### config.mk
export PLATFORM = sky130hd
export DESIGN_NAME = sequence_generator
export DESIGN_NICKNAME = d
export VERILOG_FILES = /design/src/rtl/sequence_generator.sv
export SDC_FILE = /design/constraint.sdc
export NUM_CORES = 1
export LEC_CHECK = 0
export ABC_CLOCK_PERIOD_IN_PS = 3650
export BUFFER_PORTS_ARGS = -buffer_cell sky130_fd_sc_hd__clkbuf_2
export CAP_MARGIN = 15
export CORE_MARGIN = 2
export CORE_UTILIZATION = 47
export DETAILED_ROUTE_END_ITERATION = 8
export PLACE_DENSITY = 0.66
export SYNTH_ARGS = -nofsm -noshare
export SYNTH_HDL_FRONTEND = slang
export SYNTH_SLANG_ARGS = --single-unit
### constraint.sdc
create_clock -name clock -period 3.65 [get_ports clock]
set_clock_uncertainty 0.05 [all_clocks]
set_input_delay 0.73 -clock clock [delete_from_list [all_inputs] [get_ports clock]]
set_output_delay 0.73 -clock clock [all_outputs]
set_load 0.01 [all_outputs]
### src/rtl/sequence_generator.sv
// Move-sequence generator for the memory game: fills the sequence BRAM with one-hot
// key codes drawn from a free-running LFSR, either as a whole new sequence or one move appended.
module sequence_generator #(
  parameter int                NUM_KEYS  = 4,
  parameter int                ADDR_W    = 5,
  parameter int                LFSR_W    = 16,
  parameter logic [LFSR_W-1:0] SEED      = 16'hACE1,
  parameter bit                NO_REPEAT = 1'b1
) (
  input  logic                clock,
  input  logic                reset,
  input  logic                start,
  input  logic                mode,
  input  logic [ADDR_W:0]     length,
  input  logic                seed_load,
  input  logic [LFSR_W-1:0]   seed,
  output logic                busy,
  output logic                done,
  output logic                overflow,
  output logic [ADDR_W:0]     seq_len,
  output logic [ADDR_W-1:0]   mem_addr,
  output logic [NUM_KEYS-1:0] mem_data,
  output logic                mem_wren
);

  localparam int IDX_W = (NUM_KEYS > 1) ? $clog2(NUM_KEYS) : 1;
  localparam int CNT_W = ADDR_W + 1;
  localparam logic [CNT_W-1:0] DEPTH      = {1'b1, {ADDR_W{1'b0}}};
  localparam logic [IDX_W:0]   NUM_KEYS_C = (IDX_W + 1)'(NUM_KEYS);

  typedef enum logic [1:0] {
    S_IDLE  = 2'd0,
    S_GEN   = 2'd1,
    S_WRITE = 2'd2,
    S_DONE  = 2'd3
  } state_t;

  state_t               state_q, state_d;
  logic [LFSR_W-1:0]    lfsr_q, lfsr_d;
  logic [CNT_W-1:0]     ptr_q, ptr_d;
  logic [CNT_W-1:0]     target_q, target_d;
  logic [CNT_W-1:0]     seq_len_q, seq_len_d;
  logic [IDX_W-1:0]     key_q, key_d;
  logic [IDX_W-1:0]     last_q, last_d;
  logic                 last_valid_q, last_valid_d;
  logic                 ovf_flag_q, ovf_flag_d;
  logic                 busy_q, busy_d;
  logic                 done_q, done_d;
  logic                 overflow_q, overflow_d;
  logic [ADDR_W-1:0]    mem_addr_q, mem_addr_d;
  logic [NUM_KEYS-1:0]  mem_data_q, mem_data_d;
  logic                 mem_wren_q, mem_wren_d;

  logic [IDX_W-1:0]     cand;
  logic                 cand_ok;
  logic [CNT_W-1:0]     ptr_next;
  logic [CNT_W-1:0]     target_full;
  logic                 lfsr_fb;

  function automatic logic [NUM_KEYS-1:0] onehot(input logic [IDX_W-1:0] k);
    onehot = {{(NUM_KEYS - 1){1'b0}}, 1'b1} << k;
  endfunction

  // Next-state, datapath and registered-output decode.
  always_comb begin
    state_d      = state_q;
    ptr_d        = ptr_q;
    target_d     = target_q;
    seq_len_d    = seq_len_q;
    key_d        = key_q;
    last_d       = last_q;
    last_valid_d = last_valid_q;
    ovf_flag_d   = ovf_flag_q;
    mem_addr_d   = mem_addr_q;
    mem_data_d   = mem_data_q;

    lfsr_fb  = lfsr_q[15] ^ lfsr_q[13] ^ lfsr_q[12] ^ lfsr_q[10];
    ptr_next = ptr_q + {{(CNT_W - 1){1'b0}}, 1'b1};
    cand     = lfsr_q[IDX_W-1:0];
    // A candidate is usable only when it names a real key and, if enabled, differs from the previous move.
    cand_ok  = ({1'b0, cand} < NUM_KEYS_C) && !(NO_REPEAT && last_valid_q && (cand == last_q));
    target_full = (length > DEPTH) ? DEPTH : length;

    if (seed_load) begin
      lfsr_d = (seed == {LFSR_W{1'b0}}) ? SEED : seed;
    end else begin
      lfsr_d = {lfsr_q[LFSR_W-2:0], lfsr_fb};
    end

    case (state_q)
      S_IDLE: begin
        if (start) begin
          if (!mode) begin
            ptr_d        = {CNT_W{1'b0}};
            target_d     = target_full;
            seq_len_d    = {CNT_W{1'b0}};
            last_valid_d = 1'b0;
            ovf_flag_d   = 1'b0;
            state_d      = (target_full == {CNT_W{1'b0}}) ? S_DONE : S_GEN;
          end else if (seq_len_q == DEPTH) begin
            ovf_flag_d = 1'b1;
            state_d    = S_DONE;
          end else begin
            ptr_d      = seq_len_q;
            target_d   = seq_len_q + {{(CNT_W - 1){1'b0}}, 1'b1};
            ovf_flag_d = 1'b0;
            state_d    = S_GEN;
          end
        end else begin
          state_d = S_IDLE;
        end
      end
      S_GEN: begin
        if (cand_ok) begin
          key_d   = cand;
          state_d = S_WRITE;
        end else begin
          state_d = S_GEN;
        end
      end
      S_WRITE: begin
        last_d       = key_q;
        last_valid_d = 1'b1;
        ptr_d        = ptr_next;
        seq_len_d    = ptr_next;
        mem_addr_d   = ptr_q[ADDR_W-1:0];
        mem_data_d   = onehot(key_q);
        if (ptr_next == target_q) begin
          state_d = S_DONE;
        end else begin
          state_d = S_GEN;
        end
      end
      S_DONE: begin
        state_d = S_IDLE;
      end
      default: begin
        state_d = S_IDLE;
      end
    endcase

    // Handshake outputs are a registered decode of the current state.
    busy_d     = (state_q != S_IDLE);
    done_d     = (state_q == S_DONE);
    overflow_d = (state_q == S_DONE) && ovf_flag_q;
    mem_wren_d = (state_q == S_WRITE);
  end

  // State, datapath and output registers with synchronous reset.
  always_ff @(posedge clock) begin
    if (reset) begin
      state_q      <= S_IDLE;
      lfsr_q       <= SEED;
      ptr_q        <= {CNT_W{1'b0}};
      target_q     <= {CNT_W{1'b0}};
      seq_len_q    <= {CNT_W{1'b0}};
      key_q        <= {IDX_W{1'b0}};
      last_q       <= {IDX_W{1'b0}};
      last_valid_q <= 1'b0;
      ovf_flag_q   <= 1'b0;
      busy_q       <= 1'b0;
      done_q       <= 1'b0;
      overflow_q   <= 1'b0;
      mem_addr_q   <= {ADDR_W{1'b0}};
      mem_data_q   <= {NUM_KEYS{1'b0}};
      mem_wren_q   <= 1'b0;
    end else begin
      state_q      <= state_d;
      lfsr_q       <= lfsr_d;
      ptr_q        <= ptr_d;
      target_q     <= target_d;
      seq_len_q    <= seq_len_d;
      key_q        <= key_d;
      last_q       <= last_d;
      last_valid_q <= last_valid_d;
      ovf_flag_q   <= ovf_flag_d;
      busy_q       <= busy_d;
      done_q       <= done_d;
      overflow_q   <= overflow_d;
      mem_addr_q   <= mem_addr_d;
      mem_data_q   <= mem_data_d;
      mem_wren_q   <= mem_wren_d;
    end
  end

  assign busy     = busy_q;
  assign done     = done_q;
  assign overflow = overflow_q;
  assign seq_len  = seq_len_q;
  assign mem_addr = mem_addr_q;
  assign mem_data = mem_data_q;
  assign mem_wren = mem_wren_q;

endmodule

==> impl_metrics.py <==
metrics = {
    "run_status": {
        "status": "finished, final reports clean",
    },
    "cts": {
        "clockBufferDepth": 2,
        "cts.htree.levels": 2,
        "hold_buffers": 0,
        "clock-sinks": 55,
        "cts_setup_buffers": 0,
        "cts_buffers": 5,
        "cts-resized-gates": 0,
        "cts_tree": "yes",
        "cts-root-buf": "clkbuf_8",
        "clk_pin_slew_ps": 90,
        "insertion_delay_ps": 310,
    },
    "synth": {
        "ys_ff_latch": 55,
        "synth_cell_type_count": 40,
        "yosys_warnings": 0,
        "synth.avg_cell_area_sq_um": 8.99,
        "synth_nets": 296,
        "synth_seq_area_share": 0.460,
        "synth_area_sq_um": 2390,
        "syn_inst": 266,
    },
    "timing": {
        "relSlewSlack": 0.526,
        "setup_viol_count_final": 0,
        "worst-slew-pin-transition_ps": 703,
        "tns_ps": 0,
        "fin_crit_ps": 1910,
        "fin_ws_ps": 1740,
        "max_freq_mhz": 525,
        "layout_worst_path_cycle_share": 0.522,
        "rsz0062_at_grt": "false",
        "finalHoldViolations": 0,
        "finalMaxSlewViolations": 0,
    },
    "floorplanning": {
        "core.rowCount": 25,
        "die_h_um": 75.3,
        "die-area_sq_um": 5670,
        "start_util": 0.496,
        "io_pins": 46,
        "coreArea_sq_um": 4820,
        "die_w_um": 75.3,
    },
    "detailed_routing": {
        "first_pass_iters": 4,
        "wirelength_mm": 4.84,
        "viasPerCell": 5.23,
        "via_count": 1940,
        "wire_per_inst_um": 13.0,
        "drt_iter0_drc": 96,
        "ant_nets": 0,
        "route.detailed.drc": 0,
    },
    "cells_and_area": {
        "area.growth.synth_to_final_pct": 13.0,
        "diodes": 0,
        "register_area_sq_um": 1100,
        "drive_above_1_share": 0.201,
        "multi_input_area_sq_um": 1180,
        "final_cell_mix": "55 x dfxtp_1, 45 x clkbuf_2, 34 x nand2_1, 30 x a21oi_1, 26 x nor2_1",
        "num-nets-final": 333,
        "fill_cells": 470,
        "final_common_cell": "dfxtp_1",
    },
    "grt": {
        "overflow": 0,
        "antenna_found_initial": 0,
        "grt_max_degree": 56,
        "grt_use_total": 0.188,
        "grt_pass1_vias": 1832,
        "grt_pass1_wl_mm": 8.18,
    },
    "critical_path": {
        "cpPeakStageDelay_ps": 570,
        "critPathBufInv": 1,
        "cp_max_fo": 19,
        "path_class": "in2reg",
        "cp_slowest_cell": "a31oi_1",
        "critPathLaunchType": "primary input",
        "crit_path_end_kind": "register",
        "worstPathRequired_ps": 3830,
        "cp_top_family": "compound AO/OA/AOI/OAI gates",
        "cp.arrival_ps": 2090,
        "worstPathCellList": "clkbuf_2 -> nand3_2 -> a31oi_1 -> a32oi_1 -> a21oi_1",
    },
    "placement": {
        "io_buffers": 45,
        "pre_cts_slack_ps": 1460,
        "hpwl_mm": 3.43,
        "place_congestion": 0.790,
    },
    "pwr": {
        "leakage_uw": 0.00108,
        "finalPower_uw": 1100,
        "power_density_nw_per_um2": 406,
        "peakVddDrop_uv": 256,
    },
    "min_path": {
        "min_path_type": "reg2reg",
    },
    "job": {
        "drv_cap": 0,
    },
}
[flip-flops by register name, indices dropped and copies added, names as in the netlist, 2 cells and up]
name	cells
last_q	2
mem_addr	5
key_q	2
seq_len	6
state_q	2
target_q	6
lfsr_q	16
mem_data	4
ptr_q	6
[kinds of logic after synthesis]
kind of cell,synth area share
and+or+nand+nor,0.201
AOI/OAI and AO/OA,0.160
DFF,0.460
buffers and inverters,0.0471
xor gates and xnor gates,0.0696
muxes,0.0461
adders and majority gates,0.0157
[layer usage]
layer  track usage  up-vias  routed length [um]
met2         0.319       44                2320
met3        0.0317       10                 166
li1              -      993                   -
met4        0.0702        0                  79
met5             0        -                   0
met1         0.239      893                2270
[cell usage after synthesis]
cell type | number | area share
nor2_1 | 26 | 0.041
nand2b_1 | 10 | 0.026
nand2_1 | 34 | 0.053
a31oi_1 | 2 | 0.0052
nor3b_1 | 3 | 0.0094
o21ai_0 | 3 | 0.0063
o41ai_1 | 1 | 0.0037
clkbuf_1 | 12 | 0.019
a21oi_1 | 30 | 0.063
nor3_1 | 4 | 0.0084
xnor2_1 | 10 | 0.037
mux2i_1 | 11 | 0.046
nor2b_1 | 3 | 0.0079
nor4b_4 | 1 | 0.0099
a22oi_1 | 1 | 0.0031
nand4_1 | 1 | 0.0026
buf_8 | 1 | 0.0063
a211oi_2 | 4 | 0.021
inv_1 | 4 | 0.0063
a211o_1 | 1 | 0.0037
o2111ai_1 | 1 | 0.0037
clkbuf_8 | 1 | 0.0058
nand3_1 | 5 | 0.010
and3_1 | 1 | 0.0026
a221oi_1 | 1 | 0.0037
a2111oi_0 | 1 | 0.0037
a32oi_1 | 5 | 0.018
nand3b_1 | 3 | 0.0094
buf_4 | 1 | 0.0031
buf_6 | 1 | 0.0047
dfxtp_1 | 55 | 0.46
buf_2 | 1 | 0.0021
o32ai_1 | 1 | 0.0037
and2_1 | 1 | 0.0026
nand3_2 | 1 | 0.0042
and3_2 | 1 | 0.0031
nor4_1 | 4 | 0.010
xor2_1 | 9 | 0.033
o22ai_1 | 8 | 0.021
ha_1 | 3 | 0.016
[final timing paths]
path                                   from     endpoint  slack [ps]  cells after the start
worst max register to register   seq_len[0]     ptr_q[5]        1760                      6
worst max-delay path                   mode     ptr_q[5]        1740                      5
worst min-delay path            mem_data[2]  mem_data[2]         400                      2
worst min register to register  mem_data[2]  mem_data[2]         400                      2
[metrics by stage]
stage	area (sq um)	util	std cells	hold WS, ps
6_report	2700	0.561	371	402
5_1_grt	2700	0.561	371	430
4_1_cts	2700	0.561	371	403
3_5_place_dp	2620	0.543	363	390
3_3_place_gp	2620	0.543	363	390
2_1_floorplan	2390	-	266	371
[worst reg2reg max path, cell delays in order (launching register included)]
cell and delay, ps:
dfxtp_1 480, inv_1 100, ha_1 220, nand3_2 110, and2_1 510, a32oi_1 190
a21oi_1 180
[layout make-up]
cell class / instances / share of cell area
clock buffer: 6 / 0.0269
clock inverter: 2 / 0.00463
inverter: 4 / 0.00556
multi-input combinational: 190 / 0.436
sequential: 55 / 0.407
tap: 67 / 0.0310
timing repair buffer: 47 / 0.0889
[power by group]
group          switching, uW  internal (uW)
clock                    192            135
sequential              19.2            626
combinational           71.3           53.2
total                    283            814
(Power assumes the default switching activity.)
